**config.mk**
```make
export PLATFORM = sky130hd
export DESIGN_NAME = mcb_command_dispatcher
export DESIGN_NICKNAME = d
export VERILOG_FILES = /design/src/rtl/mcb_command_dispatcher_pkg.sv /design/src/rtl/mcb_cmd_fifo.sv /design/src/rtl/mcb_command_dispatcher.sv
export SDC_FILE = /design/constraint.sdc
export NUM_CORES = 1
export LEC_CHECK = 0
export BUFFER_PORTS_ARGS = -buffer_cell sky130_fd_sc_hd__buf_2
export CAP_MARGIN = 20
export CORE_ASPECT_RATIO = 0.5
export CORE_MARGIN = 5
export CORE_UTILIZATION = 63
export DETAILED_ROUTE_END_ITERATION = 10
export PLACE_DENSITY_LB_ADDON = 0.3
export SYNTH_ARGS = -nofsm -noshare
export SYNTH_HDL_FRONTEND = slang
export SYNTH_SLANG_ARGS = --single-unit
export TNS_END_PERCENT = 20
```
**constraint.sdc**
```tcl
create_clock -name sysClk -period 6.65 [get_ports sysClk]
set_clock_uncertainty 0.15 [all_clocks]
set_input_delay 1.6625 -clock sysClk [delete_from_list [all_inputs] [get_ports sysClk]]
set_output_delay 1.6625 -clock sysClk [all_outputs]
set_load 0.005 [all_outputs]
```
**src/rtl/mcb_command_dispatcher_pkg.sv**
```systemverilog
// Shared definitions for the MCB command dispatcher: target codes, FSM
// encodings, the queued command layout and small decode helpers.
package mcb_command_dispatcher_pkg;

  typedef enum logic [1:0] {
    TGT_NONE     = 2'd0,
    TGT_CAMWRITE = 2'd1,
    TGT_READ     = 2'd2,
    TGT_MEM      = 2'd3
  } target_e;

  typedef enum logic [1:0] {
    ST_IDLE    = 2'd0,
    ST_ISSUE   = 2'd1,
    ST_RECOVER = 2'd2
  } state_e;

  localparam int CMD_ENTRY_W = 74;

  typedef struct packed {
    target_e     target;
    logic [7:0]  instruction;
    logic [63:0] data;
  } cmd_entry_t;

  // valid vector is {camwrite, read, mem}; anything but exactly one bit -> no target
  function automatic target_e decode_valid(input logic [2:0] v);
    case (v)
      3'b100:  return TGT_CAMWRITE;
      3'b010:  return TGT_READ;
      3'b001:  return TGT_MEM;
      default: return TGT_NONE;
    endcase
  endfunction

  // true when two or more of the three valid pulses coincide
  function automatic logic multiple_set(input logic [2:0] v);
    return (v[0] & v[1]) | (v[0] & v[2]) | (v[1] & v[2]);
  endfunction

  // request vector {camwrite, read, mem} for a target code
  function automatic logic [2:0] target_req(input target_e t);
    case (t)
      TGT_CAMWRITE: return 3'b100;
      TGT_READ:     return 3'b010;
      TGT_MEM:      return 3'b001;
      default:      return 3'b000;
    endcase
  endfunction

endpackage

```
**src/rtl/mcb_cmd_fifo.sv**
```systemverilog
// Synchronous command FIFO. Head entry is read straight from the storage
// registers so the dispatcher can capture it on the same edge it pops.
// A push while full is accepted only when a pop happens on the same edge.
module mcb_cmd_fifo #(
  parameter int DEPTH = 4,
  parameter int WIDTH = 74
) (
  input  logic             clk,
  input  logic             rst,
  input  logic             push,
  input  logic             pop,
  input  logic [WIDTH-1:0] wr_data,
  output logic [WIDTH-1:0] head,
  output logic             full,
  output logic             empty
);

  localparam int AW = $clog2(DEPTH);
  localparam logic [AW-1:0] PTR_ONE = AW'(1);
  localparam logic [AW:0]   CNT_ONE = (AW+1)'(1);
  localparam logic [AW:0]   CNT_FULL = (AW+1)'(DEPTH);

  logic [WIDTH-1:0] mem [DEPTH];
  logic [AW-1:0]    wr_ptr;
  logic [AW-1:0]    rd_ptr;
  logic [AW:0]      count;
  logic             push_ok;
  logic             pop_ok;

  assign full    = (count == CNT_FULL);
  assign empty   = (count == {(AW+1){1'b0}});
  assign pop_ok  = pop && !empty;
  assign push_ok = push && (!full || pop_ok);
  assign head    = mem[rd_ptr];

  // Pointer and occupancy bookkeeping
  always_ff @(posedge clk) begin
    if (rst) begin
      wr_ptr <= {AW{1'b0}};
      rd_ptr <= {AW{1'b0}};
      count  <= {(AW+1){1'b0}};
    end else begin
      if (push_ok) wr_ptr <= wr_ptr + PTR_ONE;
      if (pop_ok)  rd_ptr <= rd_ptr + PTR_ONE;
      case ({push_ok, pop_ok})
        2'b10:   count <= count + CNT_ONE;
        2'b01:   count <= count - CNT_ONE;
        default: count <= count;
      endcase
    end
  end

  // Entry storage; contents are don't-care until written so no reset
  always_ff @(posedge clk) begin
    if (push_ok) mem[wr_ptr] <= wr_data;
  end

endmodule

```
**src/rtl/mcb_command_dispatcher.sv**
```systemverilog
// MCB command dispatcher: queues decoded commands and hands them one at a
// time to the camera-write, read or memory interface over a req/done
// handshake, with a per-command timeout and sticky error flags.
module mcb_command_dispatcher #(
  parameter int FIFO_DEPTH     = 4,
  parameter int TIMEOUT_W      = 24,
  parameter int TIMEOUT_CYCLES = 1000000
) (
  input  logic        sysClk,
  input  logic        sysRst,
  input  logic [7:0]  instruction,
  input  logic [63:0] data,
  input  logic        valid_buffer_for_camwrite,
  input  logic        valid_buffer_for_read,
  input  logic        valid_buffer_for_mem,
  input  logic        camwrite_done,
  input  logic        read_done,
  input  logic        mem_done,
  input  logic        clear_flags,
  output logic        camwrite_req,
  output logic        read_req,
  output logic        mem_req,
  output logic [7:0]  cmd_instruction,
  output logic [63:0] cmd_data,
  output logic        busy,
  output logic        queue_full,
  output logic        overflow_flag,
  output logic        multi_valid_flag,
  output logic        timeout_flag,
  output logic [1:0]  timeout_target
);

  import mcb_command_dispatcher_pkg::*;

  localparam logic [TIMEOUT_W-1:0] TIMEOUT_LAST = TIMEOUT_W'(TIMEOUT_CYCLES - 1);
  localparam logic [TIMEOUT_W-1:0] CNT_ONE      = TIMEOUT_W'(1);

  logic [2:0]                 valid_vec;
  logic [2:0]                 done_vec;
  logic [2:0]                 req_vec;
  target_e                    valid_tgt;
  target_e                    active_tgt;
  logic                       push;
  logic                       pop;
  logic                       multi_valid;
  logic                       overflow_evt;
  logic                       fifo_full;
  logic                       fifo_empty;
  logic                       done_hit;
  logic                       leave_issue;
  logic                       timeout_evt;
  cmd_entry_t                 wr_entry;
  cmd_entry_t                 head_entry;
  logic [CMD_ENTRY_W-1:0]     head_bits;
  state_e                     state;
  state_e                     state_next;
  logic [TIMEOUT_W-1:0]       cnt;

  assign valid_vec    = {valid_buffer_for_camwrite, valid_buffer_for_read, valid_buffer_for_mem};
  assign done_vec     = {camwrite_done, read_done, mem_done};
  assign valid_tgt    = decode_valid(valid_vec);
  assign multi_valid  = multiple_set(valid_vec);
  assign push         = (valid_tgt != TGT_NONE);
  assign overflow_evt = push && fifo_full && !pop;
  assign wr_entry     = '{target: valid_tgt, instruction: instruction, data: data};
  assign head_entry   = head_bits;
  // only the active target's done can match because req_vec is one-hot
  assign done_hit     = |(done_vec & req_vec);

  assign camwrite_req = req_vec[2];
  assign read_req     = req_vec[1];
  assign mem_req      = req_vec[0];
  assign queue_full   = fifo_full;
  assign busy         = (state != ST_IDLE) || !fifo_empty;

  mcb_cmd_fifo #(
    .DEPTH (FIFO_DEPTH),
    .WIDTH (CMD_ENTRY_W)
  ) u_fifo (
    .clk     (sysClk),
    .rst     (sysRst),
    .push    (push),
    .pop     (pop),
    .wr_data (wr_entry),
    .head    (head_bits),
    .full    (fifo_full),
    .empty   (fifo_empty)
  );

  // Dispatcher state register
  always_ff @(posedge sysClk) begin
    if (sysRst) state <= ST_IDLE;
    else        state <= state_next;
  end

  // Next-state and pop/abort decisions; done beats timeout on the same cycle
  always_comb begin
    state_next  = state;
    pop         = 1'b0;
    leave_issue = 1'b0;
    timeout_evt = 1'b0;
    case (state)
      ST_IDLE, ST_RECOVER: begin
        if (!fifo_empty) begin
          pop        = 1'b1;
          state_next = ST_ISSUE;
        end else begin
          state_next = ST_IDLE;
        end
      end
      ST_ISSUE: begin
        if (done_hit) begin
          leave_issue = 1'b1;
          state_next  = ST_RECOVER;
        end else if (cnt == TIMEOUT_LAST) begin
          leave_issue = 1'b1;
          timeout_evt = 1'b1;
          state_next  = ST_RECOVER;
        end else begin
          state_next  = ST_ISSUE;
        end
      end
      default: state_next = ST_IDLE;
    endcase
  end

  // Active command capture, request levels and issue-cycle counter
  always_ff @(posedge sysClk) begin
    if (sysRst) begin
      req_vec         <= 3'b000;
      cmd_instruction <= 8'h00;
      cmd_data        <= 64'h0;
      active_tgt      <= TGT_NONE;
      cnt             <= {TIMEOUT_W{1'b0}};
    end else if (pop) begin
      req_vec         <= target_req(head_entry.target);
      cmd_instruction <= head_entry.instruction;
      cmd_data        <= head_entry.data;
      active_tgt      <= head_entry.target;
      cnt             <= {TIMEOUT_W{1'b0}};
    end else if (leave_issue) begin
      req_vec         <= 3'b000;
      cnt             <= {TIMEOUT_W{1'b0}};
    end else if (state == ST_ISSUE) begin
      cnt             <= cnt + CNT_ONE;
    end else begin
      cnt             <= cnt;
    end
  end

  // Sticky error flags; a new event wins over clear_flags
  always_ff @(posedge sysClk) begin
    if (sysRst) begin
      overflow_flag    <= 1'b0;
      multi_valid_flag <= 1'b0;
      timeout_flag     <= 1'b0;
      timeout_target   <= 2'd0;
    end else begin
      if (overflow_evt)     overflow_flag <= 1'b1;
      else if (clear_flags) overflow_flag <= 1'b0;
      else                  overflow_flag <= overflow_flag;

      if (multi_valid)      multi_valid_flag <= 1'b1;
      else if (clear_flags) multi_valid_flag <= 1'b0;
      else                  multi_valid_flag <= multi_valid_flag;

      if (timeout_evt) begin
        timeout_flag   <= 1'b1;
        timeout_target <= active_tgt;
      end else if (clear_flags) begin
        timeout_flag   <= 1'b0;
        timeout_target <= 2'd0;
      end else begin
        timeout_flag   <= timeout_flag;
        timeout_target <= timeout_target;
      end
    end
  end

endmodule

```
==> impl_metrics.ini <==
[clock_tree]
h-tree-depth = 2
clock_sink_count = 413
cts.path.max_buffers = 3
numCtsBuffers = 34
post_cts.repair.setup_buffers = 0
cts_root_buffer = sky130_fd_sc_hd__clkbuf_16
postCtsHoldBufs = 0
clk_latency_ns = 0.51
cts_tree = done
clk_pin_slew_ns = 0.06
cts-resized-gates = 0

[sta]
period_share = 0.562
grt_setup_unrepaired = false
post-route-worst-setup-slack_ns = 2.91
worst_max_slew_margin_expressed_relative_to_the_limit = 0.274
final.hold.worst_slack_ns = 0.301
timing_worst_slew_pin_value_ns = 1.09
timing.final.max_slew_violations = 0
max_clock_freq_mhz = 267
setup_viol_count_final = 0
final_hold_viol_count = 0
min_period_ns = 3.74
final.setup.tns_ns = 0

[cells_and_area]
finalNetCount = 1204
fillerInstances = 1465
regArea_um2 = 11200
multi_input_area_um2 = 3810
final_layout_size_suffix_gt1_frac = 0.269
area_delta_synth_final_pct = 13.8

[setup_path]
timing.rr.start = u_fifo.count[2]
worstPathCellList = buf_2, o21ai_0, o21ai_0, a21oi_1, and2_4, buf_4
r2r_cells = 9
setup.worst_path.start = valid_buffer_for_read
cell_type_with_the_highest_occurrence_count_on_the_critical_path = sky130_fd_sc_hd__o21ai_0
crit_slowest_cell = sky130_fd_sc_hd__and2_4
timing.critical_path.slowest_cell_delay_ns = 0.75
endpoint_of_the_worst_register_to_register_path = u_fifo.count[2]
startpoint_type = input port
worstPathRequired_ns = 6.66
cp_max_fo = 49
endpoint = u_fifo.mem[2][30]
reg2reg_setup_slack_ns = 3.55
worst-setup-path-type = in -> reg
critical_path.endpoint_type = register
cp_data_arrival_time_ns = 3.75

[placed_design]
detailedPlacementHpwl_um = 18400
pre_cts_slack_ns = 2.39
gp_congestion = 0.809
buffer_ports.inserted = 162

[floorplanning]
floorplan.die_area_um2 = 27700
placement_rows = 40
ios = 163
fp.coreArea_um2 = 24000
die_width_um = 231
vertical_die_dimension_um = 120
initial_utilization = 0.639

[global_routing]
grt.overflow.total = 0
grt_max_degree = 81
number_of_antenna_violations_at_the_first_check_in_global_routing = 1
grt_use_total = 0.230
grt_pass1_wl_um = 49500
grt_pass1_vias = 8860

[detailed_routing]
final_antenna_net_count = 0
via_count = 8680
post_drt_via_cell_ratio = 5.95
drt-initial-drc-count = 805
post-route-drc-count = 0
routed_wirelength_um = 31800
detailedRoute.firstPassIterationCount = 5
wl_per_cell_um = 21.8

[synthesis]
most_frequent_cells_after_synthesis = 296 x sky130_fd_sc_hd__edfxtp_1, 166 x sky130_fd_sc_hd__nand2_1, 117 x sky130_fd_sc_hd__dfxtp_1, 93 x sky130_fd_sc_hd__a21oi_1, 74 x sky130_fd_sc_hd__mux4_2
syn_area_um2 = 15300
synth_flop_cell = sky130_fd_sc_hd__edfxtp_1
yosys.cell_count.top_type = sky130_fd_sc_hd__edfxtp_1
synth.yosys.warnings = 0
yosys.cell_types.count = 54
synth_edf_count = 296
dominant_cell_type_by_area_after_synthesis = sky130_fd_sc_hd__edfxtp_1
synthesis.instances = 959
synth.area.top_cells = sky130_fd_sc_hd__edfxtp_1 58%, sky130_fd_sc_hd__dfxtp_1 15%, sky130_fd_sc_hd__mux4_2 11%, sky130_fd_sc_hd__nand2_1 4.1%, sky130_fd_sc_hd__a21oi_1 3.0%
async_flop_share = 0
postSynthNetCount = 1047
synth_seq_cells = 413
synth.top_cell.area_share = 0.580
syn-mean-instance-area_um2 = 16.0
yosysSeqAreaShare = 0.733

[power_and_ir_drop]
post-layout-total-power_mw = 6.81
vdd_ir_max_uv = 288
p_leak_nw = 5.99
power_density_nw_per_um2 = 391

[outcome]
status = complete, no violations

[hold_path]
worst_hold_path_type = reg -> reg
min_delay_path_depth = 2

[job]
max_cap_violations = 0
## layer usage
layer / wire length, µm / vias up / part of all wire / global-route usage
li1: - / 3929 / - / -
met1: 12700 / 4379 / 0.40 / 0.312
met2: 16500 / 330 / 0.52 / 0.399
met3: 2120 / 42 / 0.067 / 0.0429
met4: 499 / 0 / 0.016 / 0.0485
met5: 0 / - / 0 / 0
## cells by family (layout without fill, tap and decap cells)
group / count (synthesis) / after routing / synth area share
flops: 413 / 413 / 0.733
simple gates: 255 / 255 / 0.0757
compound gates: 124 / 124 / 0.0445
mux: 78 / 78 / 0.111
buf+inv: 65 / 248 / 0.0193
xor+xnor: 16 / 16 / 0.00915
fa+ha+maj: 8 / 8 / 0.00686
other cells: 0 / 1 / 0
## worst max-delay path: cells and delay by family
| family | cells | cell delay [ns] |
|---|---|---|
| and+or+nand+nor | 1 | 0.75 |
| AOI/OAI and AO/OA | 3 | 0.65 |
| buffers and inverters | 2 | 0.63 |
## cell usage in the layout (no fill, tap or decap), types with 8 or more instances in the layout
| cell | synthesis | layout |
|---|---|---|
| sky130_fd_sc_hd__nor3_1 | 8 | 8 |
| sky130_fd_sc_hd__nand2_1 | 166 | 166 |
| sky130_fd_sc_hd__nor2_1 | 26 | 26 |
| sky130_fd_sc_hd__a21oi_1 | 93 | 93 |
| sky130_fd_sc_hd__clkbuf_16 | 0 | 37 |
| sky130_fd_sc_hd__clkbuf_1 | 28 | 14 |
| sky130_fd_sc_hd__dfxtp_1 | 117 | 115 |
| sky130_fd_sc_hd__nand3_1 | 8 | 8 |
| sky130_fd_sc_hd__inv_1 | 15 | 14 |
| sky130_fd_sc_hd__buf_4 | 0 | 9 |
| sky130_fd_sc_hd__xnor2_1 | 9 | 9 |
| sky130_fd_sc_hd__mux4_2 | 74 | 74 |
| sky130_fd_sc_hd__edfxtp_1 | 296 | 296 |
| sky130_fd_sc_hd__buf_2 | 17 | 161 |
| sky130_fd_sc_hd__o21ai_0 | 17 | 17 |
## flip-flops by register name, summed over array words and instances (netlist names), named ones only
signal,count
cmd_instruction,8
active_tgt,2
u_fifo.wr_ptr,2
timeout_flag,1
multi_valid_flag,1
u_fifo.mem,296
req_vec,3
state,2
overflow_flag,1
u_fifo.count,3
timeout_target,2
cmd_data,64
cnt,24
u_fifo.rd_ptr,2
## metrics by stage
step / utilization / instances / area [µm²]
6_report: 0.727 / 1458 / 17400
5_1_grt: 0.727 / 1458 / 17400
4_1_cts: 0.727 / 1457 / 17400
3_5_place_dp: 0.683 / 1395 / 16400
3_3_place_gp: 0.683 / 1395 / 16400
2_1_floorplan: - / 959 / 15300
## how the worst min path moves through the flow
stage	startpoint	to	slack [ns]
6_report	cmd_data[26]	cmd_data[26]	0.30
5_1_grt	cmd_data[26]	cmd_data[26]	0.32
4_1_cts	cmd_data[19]	cmd_data[19]	0.30
3_5_place_dp	cmd_data[19]	cmd_data[19]	0.29
3_3_place_gp	cmd_data[7]	cmd_data[7]	0.29
2_1_floorplan	active_tgt[0]	active_tgt[0]	0.29
## power breakdown
group,internal [mW],total (mW),switching [mW]
clock network,1.05,1.92,0.868
logic,0.631,1.54,0.912
registers,3.14,3.35,0.206
## area by class of cell
type	count	share of cell area
Sequential cell	413	0.645
Multi-Input combinational cell	481	0.218
Clock buffer	53	0.0577
Timing Repair Buffer	170	0.0501
Tap cell	315	0.0226
Inverter	16	0.00345
Clock inverter	9	0.00280
Antenna cell	1	0.000144
Note: power is estimated with default switching activity, not from simulation.
